**src/rtl/pipeline_mem_arbiter.sv**
```systemverilog
// Purpose : shares one single-ported memory between instruction fetch and the ld/st stage, routing read data back by tag.
// Latency : grant is combinational in the request cycle; read data returns exactly READ_LAT cycles after the grant.
// Backpressure: a denied requester holds its level request and sees stall_if/stall_mem; data wins unless fetch has starved.
//
// Ports:
//   clk, reset                         clock; asynchronous active-high reset
//   if_req/if_addr -> if_gnt           fetch read request and same-cycle accept
//   if_rvalid/if_rdata                 instruction word return
//   d_req/d_we/d_addr/d_wdata -> d_gnt data load/store request and same-cycle accept
//   d_rvalid/d_rdata                   load data return (stores return nothing)
//   mem_addr/mem_wdata/mem_we/mem_re   memory command for the granted requester
//   mem_rdata                          memory read data, valid READ_LAT cycles after mem_re
//   stall_if/stall_mem                 requester denied this cycle
module pipeline_mem_arbiter #(
   parameter int ADDR_W     = 16,
   parameter int DATA_W     = 16,
   parameter int READ_LAT   = 1,
   parameter int MAX_STARVE = 3
) (
   input  logic              clk,
   input  logic              reset,
   input  logic              if_req,
   input  logic [ADDR_W-1:0] if_addr,
   output logic              if_gnt,
   output logic              if_rvalid,
   output logic [DATA_W-1:0] if_rdata,
   input  logic              d_req,
   input  logic              d_we,
   input  logic [ADDR_W-1:0] d_addr,
   input  logic [DATA_W-1:0] d_wdata,
   output logic              d_gnt,
   output logic              d_rvalid,
   output logic [DATA_W-1:0] d_rdata,
   output logic [ADDR_W-1:0] mem_addr,
   output logic [DATA_W-1:0] mem_wdata,
   output logic              mem_we,
   output logic              mem_re,
   input  logic [DATA_W-1:0] mem_rdata,
   output logic              stall_if,
   output logic              stall_mem
);

   localparam int               CNT_W      = $clog2(MAX_STARVE + 1);
   localparam logic [CNT_W-1:0] STARVE_LIM = CNT_W'(MAX_STARVE);

   logic [CNT_W-1:0]    starve_cnt_q, starve_cnt_d;
   // Tag pipeline: one slot per cycle of memory latency; the oldest slot lines up with mem_rdata.
   logic [READ_LAT-1:0] tag_vld_q, tag_vld_d;
   logic [READ_LAT-1:0] tag_data_q, tag_data_d;

   logic gnt_if;
   logic gnt_d;
   logic push_rd;
   logic ret_vld;
   logic ret_is_data;

   // Grants are forced low while reset is held so every output reads 0 during reset.
   always_comb begin
      gnt_if = 1'b0;
      gnt_d  = 1'b0;
      if (!reset) begin
         if (if_req && (!d_req || (starve_cnt_q >= STARVE_LIM))) begin
            gnt_if = 1'b1;
         end else if (d_req) begin
            gnt_d = 1'b1;
         end
      end
   end

   assign push_rd = gnt_if || (gnt_d && !d_we);

   always_comb begin
      starve_cnt_d = starve_cnt_q;
      if (!if_req || gnt_if) begin
         starve_cnt_d = '0;
      end else if (starve_cnt_q != STARVE_LIM) begin
         starve_cnt_d = starve_cnt_q + CNT_W'(1);
      end
   end

   always_comb begin
      tag_vld_d     = '0;
      tag_data_d    = '0;
      tag_vld_d[0]  = push_rd;
      tag_data_d[0] = gnt_d;
      for (int i = 1; i < READ_LAT; i++) begin
         tag_vld_d[i]  = tag_vld_q[i-1];
         tag_data_d[i] = tag_data_q[i-1];
      end
   end

   always_ff @(posedge clk or posedge reset) begin
      if (reset) begin
         starve_cnt_q <= '0;
         tag_vld_q    <= '0;
         tag_data_q   <= '0;
      end else begin
         starve_cnt_q <= starve_cnt_d;
         tag_vld_q    <= tag_vld_d;
         tag_data_q   <= tag_data_d;
      end
   end

   assign ret_vld     = tag_vld_q[READ_LAT-1] && !reset;
   assign ret_is_data = tag_data_q[READ_LAT-1];

   always_comb begin
      if_gnt    = gnt_if;
      d_gnt     = gnt_d;
      mem_re    = push_rd;
      mem_we    = gnt_d && d_we;
      mem_addr  = '0;
      mem_wdata = '0;
      if (gnt_if) begin
         mem_addr = if_addr;
      end else if (gnt_d) begin
         mem_addr = d_addr;
         if (d_we) begin
            mem_wdata = d_wdata;
         end
      end
      if_rvalid = ret_vld && !ret_is_data;
      d_rvalid  = ret_vld && ret_is_data;
      if_rdata  = if_rvalid ? mem_rdata : '0;
      d_rdata   = d_rvalid ? mem_rdata : '0;
      stall_if  = if_req && !gnt_if && !reset;
      stall_mem = d_req && !gnt_d && !reset;
   end

endmodule

```
**config.mk**
```make
export PLATFORM = sky130hd
export DESIGN_NAME = pipeline_mem_arbiter
export DESIGN_NICKNAME = d
export VERILOG_FILES = /design/src/rtl/pipeline_mem_arbiter.sv
export SDC_FILE = /design/constraint.sdc
export NUM_CORES = 1
export LEC_CHECK = 0
export ABC_CLOCK_PERIOD_IN_PS = 1710
export CORE_MARGIN = 2
export CORE_UTILIZATION = 22
export CTS_BUF_LIST = sky130_fd_sc_hd__clkbuf_4 sky130_fd_sc_hd__clkbuf_8
export DETAILED_ROUTE_END_ITERATION = 16
export PLACE_DENSITY = 0.86
export SYNTH_ARGS = -nofsm -noshare
export SYNTH_HDL_FRONTEND = slang
export SYNTH_SLANG_ARGS = --single-unit
```
**constraint.sdc**
```tcl
create_clock -name clk -period 1.71 [get_ports clk]
set_input_delay 0.171 -clock clk [delete_from_list [all_inputs] [get_ports clk]]
set_output_delay 0.171 -clock clk [all_outputs]
set_load 0.01 [all_outputs]
```
==> impl_metrics.env, run 1 <==
export IMPL_synth_nets=211
export IMPL_fin_setup_tns_ns=-0.0206
export IMPL_syn_to_final_growth_pct=188
export IMPL_vdd_drop_max_uv=321
export IMPL_grt_pass1_vias=1370
export IMPL_path_clk_slew_ns=0.03
export IMPL_gr_total_overflow=0
export IMPL_violations="setup timing"
export IMPL_hold_viol=0
export IMPL_final_area_um2=2370
export IMPL_initial_core_util=0.226
export IMPL_rrSetupSlack_ns=0.29
export IMPL_io_pin_count=141
export IMPL_synth_area_um2=822
export IMPL_synth_area_leaders="nor2_1 24%, a32oi_1 17%, and2_1 12%"
export IMPL_powerDensity_nw_per_um2=359
export IMPL_fmax_mhz=579
export IMPL_fin_crit_ns=1.73
export IMPL_core_area_um2=3630
export IMPL_slew_violations=0
export IMPL_tightest_slew_ns=0.231
export IMPL_worstSetupEndpointType="primary output"
export IMPL_cts_buffers=3
export IMPL_synthAdderAreaFrac=0.0152
export IMPL_swShare=0.322
export IMPL_place_congestion=0.796
export IMPL_wl_um=4200
export IMPL_fillers=340
export IMPL_async_flop_share=1.00
export IMPL_postRouteAntennaNets=0
export IMPL_via_per_inst=4.48
export IMPL_drc_errors=0
export IMPL_fin_ws_ns=-0.0181
export IMPL_die_h_um=65.1
export IMPL_p_seq_frac=0.139
export IMPL_p_int_mw=0.576
export IMPL_synth_avg_cell_area_um2=5.83
export IMPL_wl_per_cell_um=12.3
export IMPL_hpwl_um=3100
export IMPL_syn_inst=141
export IMPL_synth_edf_count=0
export IMPL_synth_seq_cells=4
export IMPL_grt_max_degree=20
export IMPL_die_x_um=65.1
export IMPL_crit_type="reg -> out"
export IMPL_grtUsageMet2=0.339
export IMPL_diodes=0
export IMPL_gr_usage_met1=0.177
export IMPL_grt_setup_unrepaired="yes"
export IMPL_top_usage_layer="met2"
export IMPL_status="finished with violations"
export IMPL_synth_simple_gate_area_frac=0.505
export IMPL_drt_iter0_drc=29
export IMPL_yosys_cell_types_count=22
export IMPL_power_total_mw=0.850
export IMPL_route_vias_total=1526
export IMPL_setup_viol=2
export IMPL_io_buffers=140
export IMPL_fin_skew_ns=0.00346
export IMPL_start_kind="flip-flop"
export IMPL_cts_tree="built"
export IMPL_yosys_area_top_type="nor2_1"
export IMPL_leakage_nw=1.21
export IMPL_power_share_clock=0.238
export IMPL_synthMuxAreaShare=0.0122
export IMPL_reg2regPathDepth=6
export IMPL_antenna_found_initial=0
export IMPL_cp_arrival_ns=1.56
export IMPL_cts_root_buf="clkbuf_8"
export IMPL_gr_usage_all_layers=0.175
export IMPL_cts_buffer_depth=2
export IMPL_synth_compound_area_frac=0.222
export IMPL_period_share=1.01
export IMPL_synth_ff_type="dfrtp_1"
export IMPL_synth_top_family_by_area="simple AND/OR/NAND/NOR gates"
export IMPL_required_ns=1.54
export IMPL_clkSinkCount=4
export IMPL_use_met3=0.0582
export IMPL_ys_seq_area_frac=0.122
export IMPL_p_switching_mw=0.274
export IMPL_yosysMostFrequentCell="nor2_1"
export IMPL_grt_pass1_wl_um=5930
export IMPL_fin_nets=365
export IMPL_regArea_um2=100
export IMPL_hp_class="in -> async"
export IMPL_drv_cap=0
export IMPL_rows=22
export IMPL_drive_above_1_share=0.253
export IMPL_slew_headroom=0.846
export IMPL_insertion_delay_ns=0.22
export IMPL_synth_commonest_cells="52 x nor2_1, 21 x nand2_1, 16 x a32oi_1, 16 x and2_1, 7 x clkbuf_1"
export IMPL_synth_warnings=0
export IMPL_p_comb_frac=0.622
export IMPL_drt_pass1_iter_count=4
export IMPL_htree_levels=1
export IMPL_multiInputGateArea_um2=699
export IMPL_synth_xor_area_frac=0.0107
export IMPL_die_area_um2=4240
export IMPL_place_ws_ns=-0.328
export IMPL_place_area_um2=2380
export IMPL_critPathMaxFanout=14
export IMPL_synth_top_area_share=0.237
[cells by family (layout without fill, tap and decap cells)]
logic type,count (synthesis),in the layout
and+or+nand+nor,95,95
xor gates and xnor gates,1,1
adders and majority gates,1,1
AOI/OAI and AO/OA,21,21
DFF,4,4
muxes,1,1
buffers and inverters,18,170
[power groups by stage]
stage	Sequential, mW	Clock, mW	Combinational, mW
final	0.118	0.203	0.529
after detailed placement	0.115	0	0.525
after global routing	0.119	0.211	0.573
after CTS	0.118	0.208	0.492
after global placement	0.113	0	0.520
after floorplan	0.113	0	0.188
[through the flow]
step	utilization	cells	hold slack [ns]
3_5_place_dp	0.656	330	0.549
6_report	0.652	341	0.345
2_1_floorplan	-	141	-0.0413
4_1_cts	0.622	334	0.325
5_1_grt	0.652	341	0.368
3_3_place_gp	0.656	330	0.543
[metal layers]
metal / wire length (µm) / share of wire / vias up
li1: - / - / 778
met1: 1600 / 0.38 / 652
met2: 2080 / 0.50 / 93
met3: 486 / 0.12 / 3
met4: 30 / 0.0072 / 0
met5: 0 / 0 / -
[path summary, 6_finish.rpt]
kind,endpoint,startpoint
worst max-delay path,mem_addr[3],starve_cnt_q[1]$_DFFE_PP0P_
worst min-delay path,starve_cnt_q[1]$_DFFE_PP0P_,reset
worst max register to register,starve_cnt_q[0]$_DFFE_PP0P_,starve_cnt_q[1]$_DFFE_PP0P_
worst min register to register,starve_cnt_q[0]$_DFFE_PP0P_,starve_cnt_q[0]$_DFFE_PP0P_
max in group asynchronous,tag_vld_q$_DFF_PP0_,reset
min in group clk,starve_cnt_q[0]$_DFFE_PP0P_,starve_cnt_q[0]$_DFFE_PP0P_
[cell usage in the layout (no fill, tap or decap), types with 4 or more instances in the layout]
cell type / instances
buf_4: 14
a32oi_2: 6
buf_12: 6
dfrtp_1: 4
a32oi_1: 10
clkdlybuf4s50_1: 68
nand2_1: 21
and2_1: 15
dlygate4sd2_1: 36
buf_2: 31
nor2_1: 52
buf_6: 5
[critical path: stages (launching register included)]
cell	delay, ns
dfrtp_1	0.41
ha_4	0.20
nand2b_4	0.16
buf_12	0.16
a32oi_1	0.20
nor2_1	0.06
buf_2	0.14
[flip-flops by register name (all words and copies together) (netlist names)]
signal        count
tag_vld_q         1
ret_is_data       1
starve_cnt_q      2
[final cells by class]
type,instances,area share
Tap cell,48,0.0253
Inverter,3,0.00475
Clock buffer,3,0.0174
Multi-Input combinational cell,119,0.295
Sequential cell,4,0.0422
Timing Repair Buffer,164,0.615
[timing repair]
item                                    in CTS  in global routing
endpoints found under the setup margin      72                 35
gates cloned                                 0                  2
hold endpoints to repair                     0                  0
pin swaps                                    5                  4
gates resized for setup                    174                 22
hold buffers                                 0                  0
buffers inserted                             1                  5
Note: power is estimated with default switching activity, not from simulation.
==> run 2, diff against run 1 <==
--- a/config.mk
+++ b/config.mk
@@ -6,11 +6,13 @@
 export NUM_CORES = 1
 export LEC_CHECK = 0
 export ABC_CLOCK_PERIOD_IN_PS = 1710
+export CORE_ASPECT_RATIO = 1.5
 export CORE_MARGIN = 2
 export CORE_UTILIZATION = 22
 export CTS_BUF_LIST = sky130_fd_sc_hd__clkbuf_4 sky130_fd_sc_hd__clkbuf_8
 export DETAILED_ROUTE_END_ITERATION = 16
 export PLACE_DENSITY = 0.86
+export SLEW_MARGIN = 10
 export SYNTH_ARGS = -nofsm -noshare
 export SYNTH_HDL_FRONTEND = slang
 export SYNTH_SLANG_ARGS = --single-unit
==> run 2 against run 1 <==
Effect of this change: sequential power about the same; core utilization increased by 4.9 points; non-clock buffer count increased by 3; routed wire length increased by 7.3%; the run still ends with setup timing left; count of clock-buffer cells in the layout unchanged; worst hold slack got worse by 0.014 ns; power increased by 3.9%; first-iteration DRC count decreased by 55%; largest cell class unchanged; clock power decreased by 2%; highest routed layer unchanged; critical path type unchanged.
==> impl_metrics.env, run 2 (same netlist as run 1, synthesis figures left out) <==
export IMPL_top_register="starve_cnt_q"
export IMPL_cts_root_buf="clkbuf_8"
export IMPL_syn_to_final_growth_pct=209
export IMPL_multiInputGateArea_um2=724
export IMPL_rr_startpoint="starve_cnt_q[1]$_DFFE_PP0P_"
export IMPL_final_cell_count_no_fill=339
export IMPL_hpwl_um=3510
export IMPL_fin_skew_ns=0.00131
export IMPL_grt_max_degree=20
export IMPL_setup_viol=12
export IMPL_path_clk_slew_ns=0.03
export IMPL_powerDensity_nw_per_um2=348
export IMPL_cts_buffer_depth=2
export IMPL_grt_pass1_wl_um=6320
export IMPL_grt_pass1_vias=1509
export IMPL_vdd_drop_max_uv=372
export IMPL_rrSetupSlack_ns=0.36
export IMPL_leakage_nw=1.27
export IMPL_rows=27
export IMPL_dp_cells=329
export IMPL_status="finished with violations"
export IMPL_mostFrequentLayoutCell="clkdlybuf4s50_1"
export IMPL_slew_violations=0
export IMPL_clkSinkCount=4
export IMPL_reg2regPathDepth=5
export IMPL_timing_critical_path_to="mem_addr[11]"
export IMPL_fillers=275
export IMPL_fin_setup_tns_ns=-0.397
export IMPL_io_buffers=140
export IMPL_place_congestion=0.827
export IMPL_drt_pass1_iter_count=4
export IMPL_start_kind="flip-flop"
export IMPL_regArea_um2=100
export IMPL_via_per_inst=4.78
export IMPL_cp_arrival_ns=1.64
export IMPL_hp_class="in -> async"
export IMPL_period_share=1.06
export IMPL_crit_type="reg -> out"
export IMPL_cp_startpoint="starve_cnt_q[1]$_DFFE_PP0P_"
export IMPL_htree_levels=1
export IMPL_grt_setup_unrepaired="yes"
export IMPL_finish_utilization=0.702
export IMPL_final_cell_mix="68 x clkdlybuf4s50_1, 52 x nor2_1, 36 x dlygate4sd2_1, 21 x buf_6, 20 x nand2_1"
export IMPL_drc_errors=0
export IMPL_largest_reg_flops=2
export IMPL_hold_ws_ns=0.331
export IMPL_worstSetupEndpointType="primary output"
export IMPL_reg2reg_to="starve_cnt_q[0]$_DFFE_PP0P_"
export IMPL_drv_cap=0
export IMPL_die_x_um=53.9
export IMPL_violations="setup timing"
export IMPL_fin_nets=368
export IMPL_postRouteAntennaNets=0
export IMPL_wl_um=4500
export IMPL_drive_above_1_share=0.311
export IMPL_cts_tree="built"
export IMPL_fin_ws_ns=-0.102
export IMPL_insertion_delay_ns=0.21
export IMPL_gr_usage_all_layers=0.193
export IMPL_drt_iter0_drc=13
export IMPL_io_pin_count=141
export IMPL_core_area_um2=3610
export IMPL_tightest_slew_ns=0.199
export IMPL_route_vias_total=1619
export IMPL_critPathMaxFanout=7
export IMPL_slew_headroom=0.867
export IMPL_initial_core_util=0.227
export IMPL_ctsHoldBuffers=0
export IMPL_die_h_um=78.9
export IMPL_cts_buffers=3
export IMPL_required_ns=1.54
export IMPL_die_area_um2=4250
export IMPL_hold_viol=0
export IMPL_antenna_found_initial=0
export IMPL_gr_total_overflow=0
export IMPL_fin_crit_ns=1.81
export IMPL_wl_per_cell_um=13.3
export IMPL_fmax_mhz=552
export IMPL_diodes=0
==> run 2: cell count changes in the layout (fill, tap and decap cells not counted), moves of 3 or more <==
cell,delta
buf_2,-15
a32oi_2,-3
and2_4,+15
buf_6,+16
and2_1,-15
a32oi_1,+3
==> run 2: worst max-delay path, stage by stage, from the launching register on <==
cell	delay, ns
dfrtp_1	0.40
ha_4	0.19
buf_6	0.12
a21boi_4	0.18
buf_6	0.15
buf_6	0.09
a32oi_1	0.04
nor2_1	0.11
buf_2	0.14
==> run 2: how the worst min path moves through the flow <==
stage | startpoint | endpoint | slack, ns | cells past startpoint
6_report | reset | tag_vld_q$_DFF_PP0_ | 0.33 | 3
4_1_cts | reset | ret_is_data$_DFF_PP0_ | 0.33 | 3
5_1_grt | reset | starve_cnt_q[0]$_DFFE_PP0P_ | 0.36 | 3
3_5_place_dp | starve_cnt_q[0]$_DFFE_PP0P_ | starve_cnt_q[0]$_DFFE_PP0P_ | 0.58 | 2
3_3_place_gp | reset | ret_is_data$_DFF_PP0_ | 0.57 | 3
2_1_floorplan | reset | ret_is_data$_DFF_PP0_ | -0.04 | 1
==> run 2: layout make-up <==
type | instances | area share
Timing Repair Buffer | 167 | 0.633
Tap cell | 43 | 0.0212
Inverter | 3 | 0.00444
Multi-Input combinational cell | 119 | 0.286
Clock buffer | 3 | 0.0163
Sequential cell | 4 | 0.0395
==> run 2: timing repair <==
action / in CTS / in global routing
endpoints found under the hold margin: 0 / 0
setup buffers: 4 / 1
endpoints found under the setup margin: 72 / 36
resized for setup: 184 / 39
pin swaps: 3 / 25
gates cloned: 1 / 1
==> run 2: routing by layer <==
layer,GRT usage,vias to the layer above,share of wire
li1,-,782,-
met1,0.166,720,0.32
met2,0.395,113,0.54
met3,0.0526,4,0.14
met4,0.0513,0,0.0069
met5,0,-,0
==> run 2: where the power goes <==
group          internal [mW]  switching [mW]  total (mW)
Sequential             0.106          0.0103       0.117
Combinational          0.349           0.220       0.569
Clock                  0.150          0.0480       0.198
Total                  0.605           0.278       0.884
==> run 2: stage by stage <==
stage          instance area [µm²]  setup slack (ns)  total power, mW
2_1_floorplan                  822             0.114            0.302
3_3_place_gp                  2400            -0.259            0.637
3_5_place_dp                  2400            -0.279            0.644
4_1_cts                       2340           -0.0778            0.848
5_1_grt                       2540            -0.166            0.942
6_report                      2540            -0.102            0.884
==> run 3, diff against run 2 <==
--- a/config.mk
+++ b/config.mk
@@ -5,7 +5,6 @@
 export SDC_FILE = /design/constraint.sdc
 export NUM_CORES = 1
 export LEC_CHECK = 0
-export ABC_CLOCK_PERIOD_IN_PS = 1710
 export CORE_ASPECT_RATIO = 1.5
 export CORE_MARGIN = 2
 export CORE_UTILIZATION = 22
==> results of run 3 <==
Same layout as run 2: the final DEF is identical, and so are final timing and power.
